`src/rtl/instr_encoder_loader_if.sv`:
```
// Field-bundle handshake and instruction-memory write port of the encoder/loader.
// master = stimulus/host side, slave = loader.
interface instr_encoder_loader_if #(
    parameter int ADDR_W = 6
);
    logic              in_valid;
    logic              in_ready;
    logic              in_last;
    logic [1:0]        fmt;
    logic [6:0]        opcode;
    logic [4:0]        rd;
    logic [4:0]        rs1;
    logic [4:0]        rs2;
    logic [2:0]        funct3;
    logic [6:0]        funct7;
    logic [31:0]       imm;
    logic              mem_we;
    logic [ADDR_W-1:0] mem_addr;
    logic [31:0]       mem_wdata;

    modport master (
        output in_valid, in_last, fmt, opcode, rd, rs1, rs2, funct3, funct7, imm,
        input  in_ready, mem_we, mem_addr, mem_wdata
    );

    modport slave (
        input  in_valid, in_last, fmt, opcode, rd, rs1, rs2, funct3, funct7, imm,
        output in_ready, mem_we, mem_addr, mem_wdata
    );
endinterface

```
`src/rtl/instr_encoder_loader.sv`:
```
// Packs decoded RV32I fields into R/I/S/U words and streams them into instruction memory.
// Optional INSTR_ENC_CHECK_EN: drop bundles whose opcode[1:0] != 2'b11 and flag err.
module instr_encoder_loader #(
    parameter int DEPTH  = 64,
    parameter int ADDR_W = $clog2(DEPTH)
) (
    input  logic                   clk,
    input  logic                   rst_n,
    input  logic                   start,
    instr_encoder_loader_if.slave  bus,
    output logic [ADDR_W:0]        word_count,
    output logic                   done,
    output logic                   full,
    output logic                   err
);
    typedef enum logic [1:0] {IDLE, LOAD, DONE} state_t;

    state_t            state, state_nxt;
    logic [ADDR_W-1:0] wr_ptr;
    logic              accept, legal, write, at_end, finish, start_ok;

    function automatic logic [31:0] encode(
        input logic [1:0]  fmt,
        input logic [6:0]  opcode,
        input logic [4:0]  rd,
        input logic [4:0]  rs1,
        input logic [4:0]  rs2,
        input logic [2:0]  funct3,
        input logic [6:0]  funct7,
        input logic [31:0] imm
    );
        logic [31:0] w;
        case (fmt)
            2'b00:   w = {funct7, rs2, rs1, funct3, rd, opcode};
            2'b01:   w = {imm[11:0], rs1, funct3, rd, opcode};
            2'b10:   w = {imm[11:5], rs2, rs1, funct3, imm[4:0], opcode};
            default: w = {imm[31:12], rd, opcode};
        endcase
        return w;
    endfunction

    assign bus.in_ready = (state == LOAD) && !full;
    assign accept       = bus.in_valid && bus.in_ready;
    assign start_ok     = start && (state != LOAD);
`ifdef INSTR_ENC_CHECK_EN
    assign legal        = (bus.opcode[1:0] == 2'b11);
`else
    assign legal        = 1'b1;
`endif
    assign write        = accept && legal;
    assign at_end       = write && (wr_ptr == ADDR_W'(DEPTH - 1));
    // A rejected bundle carrying in_last still closes the session.
    assign finish       = accept && (bus.in_last || at_end);

    always_ff @(posedge clk or negedge rst_n) begin
        if (!rst_n) state <= IDLE;
        else        state <= state_nxt;
    end

    always_comb begin
        state_nxt = state;
        case (state)
            IDLE, DONE: if (start)  state_nxt = LOAD;
            LOAD:       if (finish) state_nxt = DONE;
            default:    state_nxt = IDLE;
        endcase
    end

    always_ff @(posedge clk or negedge rst_n) begin
        if (!rst_n) begin
            bus.mem_we    <= 1'b0;
            bus.mem_addr  <= '0;
            bus.mem_wdata <= '0;
            wr_ptr        <= '0;
            word_count    <= '0;
            done          <= 1'b0;
            full          <= 1'b0;
        end else begin
            bus.mem_we <= write;
            done       <= finish;
            if (start_ok) begin
                wr_ptr     <= '0;
                word_count <= '0;
                full       <= 1'b0;
            end else if (write) begin
                bus.mem_addr  <= wr_ptr;
                bus.mem_wdata <= encode(bus.fmt, bus.opcode, bus.rd, bus.rs1, bus.rs2,
                                        bus.funct3, bus.funct7, bus.imm);
                wr_ptr        <= wr_ptr + ADDR_W'(1);
                word_count    <= word_count + (ADDR_W + 1)'(1);
                if (at_end) full <= 1'b1;
            end
        end
    end

`ifdef INSTR_ENC_CHECK_EN
    always_ff @(posedge clk or negedge rst_n) begin
        if (!rst_n)                 err <= 1'b0;
        else if (start_ok)          err <= 1'b0;
        else if (accept && !legal)  err <= 1'b1;
    end
`else
    assign err = 1'b0;
`endif
endmodule

```
`src/flat_wrapper.sv`:
```
// flat-port wrapper written by rule: the top's interface ports become plain ports
module instr_encoder_loader_flat 
#(
    parameter int DEPTH  = 64,
    parameter int ADDR_W = $clog2(DEPTH)
)
  (clk, rst_n, start, word_count, done, full, err, bus_in_valid, bus_in_last, bus_fmt, bus_opcode, bus_rd, bus_rs1, bus_rs2, bus_funct3, bus_funct7, bus_imm, bus_in_ready, bus_mem_we, bus_mem_addr, bus_mem_wdata);
  instr_encoder_loader_if #(.ADDR_W(ADDR_W)) bus_i ();
  input  logic clk;
  input  logic rst_n;
  input  logic start;
  output logic [ADDR_W:0] word_count;
  output logic done;
  output logic full;
  output logic err;
  input wire logic [$bits(bus_i.in_valid)-1:0] bus_in_valid;
  input wire logic [$bits(bus_i.in_last)-1:0] bus_in_last;
  input wire logic [$bits(bus_i.fmt)-1:0] bus_fmt;
  input wire logic [$bits(bus_i.opcode)-1:0] bus_opcode;
  input wire logic [$bits(bus_i.rd)-1:0] bus_rd;
  input wire logic [$bits(bus_i.rs1)-1:0] bus_rs1;
  input wire logic [$bits(bus_i.rs2)-1:0] bus_rs2;
  input wire logic [$bits(bus_i.funct3)-1:0] bus_funct3;
  input wire logic [$bits(bus_i.funct7)-1:0] bus_funct7;
  input wire logic [$bits(bus_i.imm)-1:0] bus_imm;
  output wire logic [$bits(bus_i.in_ready)-1:0] bus_in_ready;
  output wire logic [$bits(bus_i.mem_we)-1:0] bus_mem_we;
  output wire logic [$bits(bus_i.mem_addr)-1:0] bus_mem_addr;
  output wire logic [$bits(bus_i.mem_wdata)-1:0] bus_mem_wdata;
  assign bus_i.in_valid = bus_in_valid;
  assign bus_i.in_last = bus_in_last;
  assign bus_i.fmt = bus_fmt;
  assign bus_i.opcode = bus_opcode;
  assign bus_i.rd = bus_rd;
  assign bus_i.rs1 = bus_rs1;
  assign bus_i.rs2 = bus_rs2;
  assign bus_i.funct3 = bus_funct3;
  assign bus_i.funct7 = bus_funct7;
  assign bus_i.imm = bus_imm;
  assign bus_in_ready = bus_i.in_ready;
  assign bus_mem_we = bus_i.mem_we;
  assign bus_mem_addr = bus_i.mem_addr;
  assign bus_mem_wdata = bus_i.mem_wdata;
  instr_encoder_loader #(.DEPTH(DEPTH), .ADDR_W(ADDR_W)) u_core (.clk(clk), .rst_n(rst_n), .start(start), .bus(bus_i), .word_count(word_count), .done(done), .full(full), .err(err));
endmodule
```
`config.mk`:
```
export PLATFORM = sky130hd
export DESIGN_NAME = instr_encoder_loader_flat
export DESIGN_NICKNAME = d
export VERILOG_FILES = /design/src/rtl/instr_encoder_loader_if.sv /design/src/rtl/instr_encoder_loader.sv /design/src/flat_wrapper.sv
export SDC_FILE = /design/constraint.sdc
export NUM_CORES = 1
export LEC_CHECK = 0
export ABC_CLOCK_PERIOD_IN_PS = 1500
export BUFFER_PORTS_ARGS = -buffer_cell sky130_fd_sc_hd__buf_2
export CORE_ASPECT_RATIO = 0.6
export CORE_MARGIN = 10
export CORE_UTILIZATION = 43
export DETAILED_ROUTE_END_ITERATION = 6
export GPL_TIMING_DRIVEN = 0
export PLACE_DENSITY_LB_ADDON = 0.12
export RECOVER_POWER = 50
export SETUP_SLACK_MARGIN = 0.15
export SYNTH_ARGS = -nofsm -noshare
export SYNTH_HDL_FRONTEND = slang
export SYNTH_SLANG_ARGS = --single-unit
```
`constraint.sdc`:
```
create_clock -name clk -period 1.5 [get_ports clk]
set_clock_uncertainty 0.15 [all_clocks]
set_input_delay 0.15 -clock clk [delete_from_list [all_inputs] [get_ports clk]]
set_output_delay 0.15 -clock clk [all_outputs]
set_load 0.05 [all_outputs]
```
==> reports/results.tsv <==
metric	value	unit
die_w	122.6	µm
hold_viol	4	
cts_inserted_buffers	5	
cap_violations	0	
dpl.hpwl	5.863	mm
synth_area	2718	µm²
nets	513	
dp.cells	473	
fin_area	4325	µm²
clkSlewWorstSetupHoldPaths	0.11	ns
fin_crit	1.669	ns
start_util	44.47	%
violations	negative hold slack, negative setup slack	
synth.top_cell.area_share	51.57	%
firstDrtPassIters	4	
postRouteAntennaNets	0	
synth_edf_count	0	
min_from	bus_rd[1]	
synth-async-reset-ratio	100.0	%
clk_path_buf_depth	2	
p_leak	2.301	nW
synth_cell_type_count	33	
std_cell_rows	22	
synth.area.top_cells	dfrtp_1 (52%), mux2i_1 (13%), nand2_1 (8.6%), o21ai_0 (5.2%), mux2_2 (2.9%)	
setup_viol	36	
r2r_cells	4	
rr_startpoint	u_core.state[1]	
worst_pin_slew	0.7735	ns
netlist_top_cells_count	nand2_1 (62), dfrtp_1 (56), mux2i_1 (36)	
ys_ff_latch	56	
wl_per_cell	16.01	µm
antenna_found_initial	0	
diodes	0	
rsz0062_at_grt	true	
portBuffers	117	
drcViolationCount	0	
timing.hold.ws	-0.01554	ns
post-route-period-util	111.3	%
grt_max_degree	57	
end_kind	register	
startpoint	u_core.state[1]	
finalWirelength	8.406	mm
hp-class	input port to register	
grt_remaining_overflow	0	
worstSetupStartpointType	register	
via_count	2574	
setup_ws	-0.1691	ns
htreeDepth	2	
rr_endpoint	u_core.wr_ptr[5]	
drive_gt1_share	49.21	%
cts.sinks	56	
avgViaCountPerCell	4.903	
insertion_delay	0.30	ns
relSlewSlack	48.44	%
finalMaxSlewViolations	0	
crit_type	register to register	
die_y	81.58	µm
grt_pass1_vias	2657	
grt_first_pass_wirelength	13.19	mm
critPathArrivalTime	1.76	ns
core	6111	µm²
first_iter_violations	110	
synth_seq_area_share	51.57	%
stdcell_count	525	
areaGrowthSynthToFinish	59.16	%
cp_max_fo	8	
p_per_area	1894	nW/µm²
syn_nets	345	
yosys_warnings	0	
cts_tree	done	
fmax	0.5991	GHz
setup_tns	-2.618	ns
yosysTopAreaCell	dfrtp_1	
synth_area_per_cell	9.991	µm²
io_pins	121	
ys.flop_type	dfrtp_1	
r2r_slack	-0.17	ns
gp_congestion	0.7892	
peakVddDrop	1.160	mV
synth.most_common_cell	nand2_1	
setup.worst_path.end	u_core.wr_ptr[5]	
cp.required	1.60	ns
track_usage	16.16	%
dieArea	10000	µm²
syn_inst	272	
root_buffer	clkbuf_8	
status	finished, violations left	
placed_area	3461	µm²
[stage by stage]
stage                     utilization, %  hold slack (ns)  setup WS, ns  power [mW]
final                              70.78         -0.01554       -0.1691       8.194
after CTS                          65.89        0.0002363       -0.1330       7.748
after floorplan                        -          -0.2956       -0.1888       5.163
after global placement             56.63           0.1899       -0.1764       6.131
after global routing               70.78         0.003512       -0.1972       8.646
after detailed placement           56.63           0.1992       -0.1861       6.195
[cell families (layout without fill, tap and decap cells)]
family          count (synthesis)  after routing  share of synthesized area, %
simple gates                   92             92                         15.15
flops                          56             56                         51.57
compound gates                 54             54                         11.69
mux                            43             43                         16.16
buf+inv                        22            191                         3.729
fa+ha+maj                       2              2                        0.9207
xor+xnor                        2              2                        0.6447
other cells                     1              1                        0.1380
[state kept, by name, indices dropped and copies added (netlist names)]
| register | count |
|---|---|
| u_core.full | 1 |
| u_core.wr_ptr | 6 |
| u_core.state | 2 |
| u_core.bus.mem_wdata | 32 |
| u_core.word_count | 7 |
| u_core.bus.mem_addr | 6 |
| u_core.bus.mem_we | 1 |
| u_core.done | 1 |
[worst min path at each step]
| stage | end | cells past startpoint |
|---|---|---|
| after detailed placement | u_core.bus.mem_wdata[6] | 3 |
| after global routing | u_core.bus.mem_wdata[17] | 3 |
| after global placement | u_core.bus.mem_wdata[4] | 3 |
| final | u_core.bus.mem_wdata[8] | 3 |
| after CTS | u_core.wr_ptr[0] | 1 |
| after floorplan | u_core.bus.mem_addr[0] | 0 |
[worst max-delay path: stages (launching register included)]
cell and delay [ns]:
dfrtp_1 0.42, nand4bb_4 0.27, buf_6 0.17, or4_1 0.48, a21oi_2 0.12
[report_power, final]
| part | total [mW] | internal (mW) | switching, mW |
|---|---|---|---|
| clock | 1.18 | 0.672 | 0.511 |
| combinational | 4.58 | 1.48 | 3.09 |
| sequential | 2.43 | 2.06 | 0.370 |
| total | 8.19 | 4.22 | 3.98 |
[metal layers]
layer / track usage (%) / part of all wire (%) / vias up
met5: 0 / 0 / -
met4: 1.991 / 0.29 / 0
met3: 6.233 / 9.0 / 2
met2: 26.82 / 47 / 76
met1: 20.29 / 44 / 1220
li1: - / - / 1276
[layout make-up]
class | instances | area, µm²
Buffer | 17 | 171.4
Clock buffer | 5 | 68.82
Clock inverter | 3 | 68.82
Fill cell | 485 | 1785
Inverter | 5 | 31.28
Multi-Input combinational cell | 194 | 1409
Sequential cell | 56 | 1409
Tap cell | 84 | 105.1
Timing Repair Buffer | 161 | 1062
[timing repair]
action / in CTS / in global routing
cloned: 2 / 1
endpoints found under the setup margin: 57 / 58
hold buffers: 21 / 5
resized for setup: 34 / 71
hold endpoints to repair: 16 / 59
pin swaps: 10 / 6
buffers inserted: 9 / 6
[cell usage in the layout, fill, tap and decap left out, types with 2 or more instances in the layout]
cell type	n
buf_12	3
bufinv_16	2
dlygate4sd3_1	26
mux2_2	7
nand4_1	4
a211oi_2	5
buf_4	15
o21ai_0	6
nand2_2	13
a21o_1	7
or3_1	3
xnor2_2	2
nor2_4	2
o21ai_2	10
clkbuf_1	3
o21ai_1	12
a21oi_2	3
a22o_1	2
dfrtp_2	6
buf_6	5
nor2_1	10
buf_8	6
inv_1	4
a21oi_1	4
nand2_1	48
dfrtp_1	50
clkbuf_4	2
and2_1	2
clkbuf_8	7
buf_2	115
mux2i_1	36
Note: power is estimated with default switching activity, not from simulation.
